==> config.mk <==
export PLATFORM = sky130hd
export DESIGN_NAME = row_frame_scanner
export DESIGN_NICKNAME = d
export VERILOG_FILES = /design/src/rtl/row_frame_scanner.sv
export SDC_FILE = /design/constraint.sdc
export NUM_CORES = 1
export LEC_CHECK = 0
export CAP_MARGIN = 20
export CELL_PAD_IN_SITES_DETAIL_PLACEMENT = 0
export CELL_PAD_IN_SITES_GLOBAL_PLACEMENT = 1
export CORE_MARGIN = 2
export CORE_UTILIZATION = 44
export CTS_CLUSTER_DIAMETER = 150
export DETAILED_ROUTE_END_ITERATION = 8
export PLACE_DENSITY = 0.76
export SLEW_MARGIN = 20
export SYNTH_ARGS = -nofsm -noshare
export SYNTH_HDL_FRONTEND = slang
export SYNTH_SLANG_ARGS = --single-unit
==> constraint.sdc <==
create_clock -name clk -period 2.44 [get_ports clk]
set_input_delay 0.488 -clock clk [delete_from_list [all_inputs] [get_ports clk]]
set_output_delay 0.488 -clock clk [all_outputs]
set_load 0.01 [all_outputs]
==> src/rtl/row_frame_scanner.sv <==
// row_frame_scanner: 8x8 frame store fed by the game FSM, scanned out row by
// row to a multiplexed LED matrix with one blanking cycle between rows.
// Optional feature macro: ROW_BLINK_EN (blink the display in WIN/LOSE states).
module row_frame_scanner #(
   parameter int unsigned SCAN_DIV     = 2500,
   parameter int unsigned BLINK_FRAMES = 64
) (
   input  logic       clk,
   input  logic       reset,
   input  logic [7:0] val,
   input  logic [2:0] rowIndex,
   input  logic       writeStrobe,
   input  logic       clrarray,
   input  logic [2:0] game_state,
   output logic [7:0] row_sel,
   output logic [7:0] col_data,
   output logic       frame_tick
);

   localparam int unsigned CNT_W = (SCAN_DIV > 1) ? $clog2(SCAN_DIV) : 1;
   localparam int unsigned ROWS  = 8;

   typedef enum logic {ST_BLANK, ST_SHOW} state_e;

   state_e           state_q, state_d;
   logic [CNT_W-1:0] cnt_q, cnt_d;
   logic [2:0]       scan_row_q, scan_row_d;
   logic             tick_q, tick_d;
   logic [7:0]       frame_q [ROWS];
   logic [7:0]       frame_d [ROWS];
   logic             blank_data_c;

   // Frame store update: clear wins over a same-cycle write.
   always_comb begin
      for (int r = 0; r < ROWS; r++) frame_d[r] = frame_q[r];
      if (clrarray) begin
         for (int r = 0; r < ROWS; r++) frame_d[r] = 8'h00;
      end else if (writeStrobe) begin
         frame_d[rowIndex] = val;
      end
   end

   // Scan FSM next state: one BLANK cycle, then SCAN_DIV cycles of SHOW per row.
   always_comb begin
      state_d    = state_q;
      cnt_d      = cnt_q;
      scan_row_d = scan_row_q;
      tick_d     = 1'b0;
      case (state_q)
         ST_BLANK: begin
            state_d = ST_SHOW;
            cnt_d   = '0;
         end
         ST_SHOW: begin
            if (cnt_q == CNT_W'(SCAN_DIV - 1)) begin
               state_d    = ST_BLANK;
               scan_row_d = scan_row_q + 3'd1;
               tick_d     = (scan_row_q == 3'd7);
            end else begin
               cnt_d = cnt_q + CNT_W'(1);
            end
         end
         default: state_d = ST_BLANK;
      endcase
   end

   // State and frame store registers with synchronous reset.
   always_ff @(posedge clk) begin
      if (reset) begin
         state_q    <= ST_BLANK;
         cnt_q      <= '0;
         scan_row_q <= 3'd0;
         tick_q     <= 1'b0;
         for (int r = 0; r < ROWS; r++) frame_q[r] <= 8'h00;
      end else begin
         state_q    <= state_d;
         cnt_q      <= cnt_d;
         scan_row_q <= scan_row_d;
         tick_q     <= tick_d;
         for (int r = 0; r < ROWS; r++) frame_q[r] <= frame_d[r];
      end
   end

`ifdef ROW_BLINK_EN
   localparam int unsigned BF_W = (BLINK_FRAMES > 1) ? $clog2(BLINK_FRAMES) : 1;

   logic [BF_W-1:0] bcnt_q, bcnt_d;
   logic            phase_q, phase_d;
   logic            end_game_c;

   assign end_game_c = (game_state == 3'b101) || (game_state == 3'b111);

   // Blink phase: toggles every BLINK_FRAMES frame ticks, held clear outside WIN/LOSE.
   always_comb begin
      bcnt_d  = bcnt_q;
      phase_d = phase_q;
      if (!end_game_c) begin
         bcnt_d  = '0;
         phase_d = 1'b0;
      end else if (tick_q) begin
         if (bcnt_q == BF_W'(BLINK_FRAMES - 1)) begin
            bcnt_d  = '0;
            phase_d = ~phase_q;
         end else begin
            bcnt_d = bcnt_q + BF_W'(1);
         end
      end
   end

   // Blink counter registers.
   always_ff @(posedge clk) begin
      if (reset) begin
         bcnt_q  <= '0;
         phase_q <= 1'b0;
      end else begin
         bcnt_q  <= bcnt_d;
         phase_q <= phase_d;
      end
   end

   assign blank_data_c = end_game_c && phase_q;
`else
   localparam int unsigned UNUSED_BLINK_FRAMES = BLINK_FRAMES;
   logic unused_game_state;
   assign unused_game_state = ^game_state;
   assign blank_data_c      = 1'b0;
`endif

   // Matrix drive derived from registered scan state.
   assign row_sel    = (state_q == ST_SHOW) ? ~(8'd1 << scan_row_q) : 8'hFF;
   assign col_data   = (state_q == ST_SHOW && !blank_data_c) ? frame_q[scan_row_q] : 8'h00;
   assign frame_tick = tick_q;

endmodule

==> run summary <==
outcome = finished clean
Pre-Repair DR Iteration Count = 4
CTS root buf = clkbuf_8
CP cell instances = clkbuf_16 > mux4_2 > a22o_1 > dlygate4sd2_1
Critical Path RT = 1.95 ns
Num Clock Sinks = 84
Cell Area, Synth = 0.003836 sq mm
Final HPWL DP = 5719 um
maximum vdd drop = 0.2414 mV
Synth area leader = dfxtp_1
total track usage = 19.16%
R2R setup slack = 0.76 ns
via count = 2990
kind of critical path = reg2out
worst skew pair latency = 0.35 ns
Distinct cells, synth = 42
number of synthesized register bits = 84
Syn Area/Cell = 9.311 sq um
Top delay family on crit path = multiplexers
Final Wtd Congestion = 0.7577
largest net degree at the start of global routing = 65
reg2reg path depth = 4
Hold Crit Class = reg2reg
WP buf/inv = 2
fmax = 422.0 MHz
worst slew pin tran = 0.6788 ns
Synthesized Nets = 437
Final #Nets = 460
Setup crit start kind = flop
first-pass GRT wire length = 14380 um
final std cells w/o fill = 547
DRC = 0
share of cells above drive strength 1 = 15.03%
Buffers on Ports = 31
most area-consuming cells after synthesis = dfxtp_1 44%, mux4_2 9.4%, nand2_1 8.8%
max_cap viols = 0
hold path cells = 2
chip height = 97.38 um
vias in the first global route = 2915
Worst Hold End = frame_q[5][7]
Max FO, Critical Path = 5
area of the die = 0.009482 sq mm
total detailed-routing wirelength = 8999 um
fin util = 53.45%
Area Overhead vs Synth = 19.73%
post-route setup slack = 0.07042 ns
crit share post-route = 97.11%
CTS H-Tree Depth = 3
Die Wd = 97.38 um
synth cell count leaders = 90 x nand2_1, 84 x dfxtp_1, 48 x a21oi_1
Slew Limit Headroom = 54.75%
max incr delay on CP = 0.48 ns
global route overflow = 0
Synth Instances = 412
CP Capture Type = output pin
CTS clk-pin slew, worst paths = 0.09 ns
initial antenna violation count = 0
# fillers = 788
critical path arrival = 1.88 ns
n_diodes = 0
Primary FF master, synth = dfxtp_1
Slowest-stage cell, CP = mux4_2
Max clock buf depth = 2
power per cell area = 612.6 mW/mm^2
Final Setup Violations = 0
# IOs = 35
Detailed Route Iter0 Violations = 93
Cell Count Post-Placement = 526
antenna-violating nets left = 0
dpl ws = 0.1535 ns
DR WL/cell = 16.45 um
top cell type's share of synthesized area = 43.84%
total CTS buffers = 9
Hold Startpoint = frame_q[5][7]
Fin Clk Skew = 0.007355 ns
CTS tree = built
vias per inst = 5.466
count of final hold-check violations = 0
most common cell in the synthesized netlist = nand2_1
core area = 0.008593 sq mm
sequential fraction of the synthesis area = 43.84%
Slew Viols, Final = 0
minimum clock period after layout = 2.370 ns
standard-cell rows = 34
Post-synth EDFFs = 0
Synth Warn # = 0
R2R Path Start = cnt_q[0]
Async S/R FF share, synth = 0%
Critical Path Stages = 4
Starting Density = 44.64%
Tot Pwr = 0.002814 W
P_leak = 1.569 nW
==> power by group <==
group	total, W	internal (W)	switching [W]
sequential	0.00138	0.00138	0.00000606
clock	0.00128	0.000781	0.000500
combinational	0.000148	0.0000587	0.0000897
==> worst register-to-register path, stage by stage, from the launching register on <==
cell and delay [ns]:
dfxtp_1 0.38, ha_1 0.28, and4b_1 0.32, nand4_2 0.26
mux2_2 0.35
==> flip-flops by register name (all words and copies together), names as in the netlist, named ones only <==
signal	flops
cnt_q	12
frame_q	64
frame_tick	1
scan_row_q	3
state_q	1
==> final cells by class <==
| type | count | area [sq um] | area share [%] |
|---|---|---|---|
| clock buffers | 9 | 123.9 | 2.697 |
| repair buffers | 48 | 490.5 | 10.68 |
| multi-input cells | 289 | 2006 | 43.67 |
| well taps | 108 | 135.1 | 2.942 |
| clock inverters | 6 | 137.6 | 2.996 |
| flip-flops and latches | 84 | 1689 | 36.77 |
| inverters | 3 | 11.26 | 0.2452 |
==> logic make-up (layout without fill, tap and decap cells) <==
kind of cell / Yosys count / after routing / synth area share (%)
mux: 47 / 47 / 17.61
flops: 84 / 84 / 43.84
xor+xnor: 2 / 2 / 0.4567
compound gates: 66 / 66 / 9.850
buf+inv: 39 / 66 / 4.370
simple gates: 167 / 167 / 21.59
fa+ha+maj: 7 / 7 / 2.283
==> worst max path at each step <==
stage / slack [ns] / end / startpoint
after floorplan: 0.50 / col_data[5] / flop
after global placement: 0.16 / col_data[3] / flop
after detailed placement: 0.15 / col_data[3] / flop
after CTS: 0.02 / col_data[3] / flop
after global routing: -0.001 / col_data[6] / flop
final: 0.07 / col_data[4] / flop
==> through the flow <==
stage,setup TNS [ns],hold WS [ns],cell area (sq um)
2_1_floorplan,0,0.4331,3836
3_3_place_gp,0,0.4379,4252
3_5_place_dp,0,0.4450,4252
4_1_cts,0,0.4568,4534
5_1_grt,-0.001425,0.4727,4593
6_report,0,0.4541,4593
==> layer usage <==
metal	global-route usage (%)	routed length (um)	vias to the layer above
li1	-	-	1477
met1	23.31	3937	1419
met2	32.10	4342	77
met3	4.964	456	17
met4	8.226	263	0
met5	0	0	-
==> repair_timing <==
item / in CTS / in global routing
setup endpoints to repair: 8 / 6
cloned: 0 / 2
buffers inserted: 4 / 0
resized for setup: 9 / 10
hold buffers: 0 / 0
pin swaps: 0 / 3
==> layout by cell type, fill, tap and decap left out, drive strengths merged, types with 3 or more instances in the layout <==
cell type and n:
ha 7, mux4 16, dfxtp 84, o21ai 4, clkdlybuf4s15 5, nand2b 5, mux2 4, nor2 30
clkbuf 12, buf 15, nand3 8, nand4 5, mux2i 27, bufinv 4, a22o 8, nand4b 3
nor2b 3, or3 4, nand2 90, nor4bb 3, a21oi 48, and4b 4, clkdlybuf4s50 23, inv 3
Power figures use the tool's default switching activity.
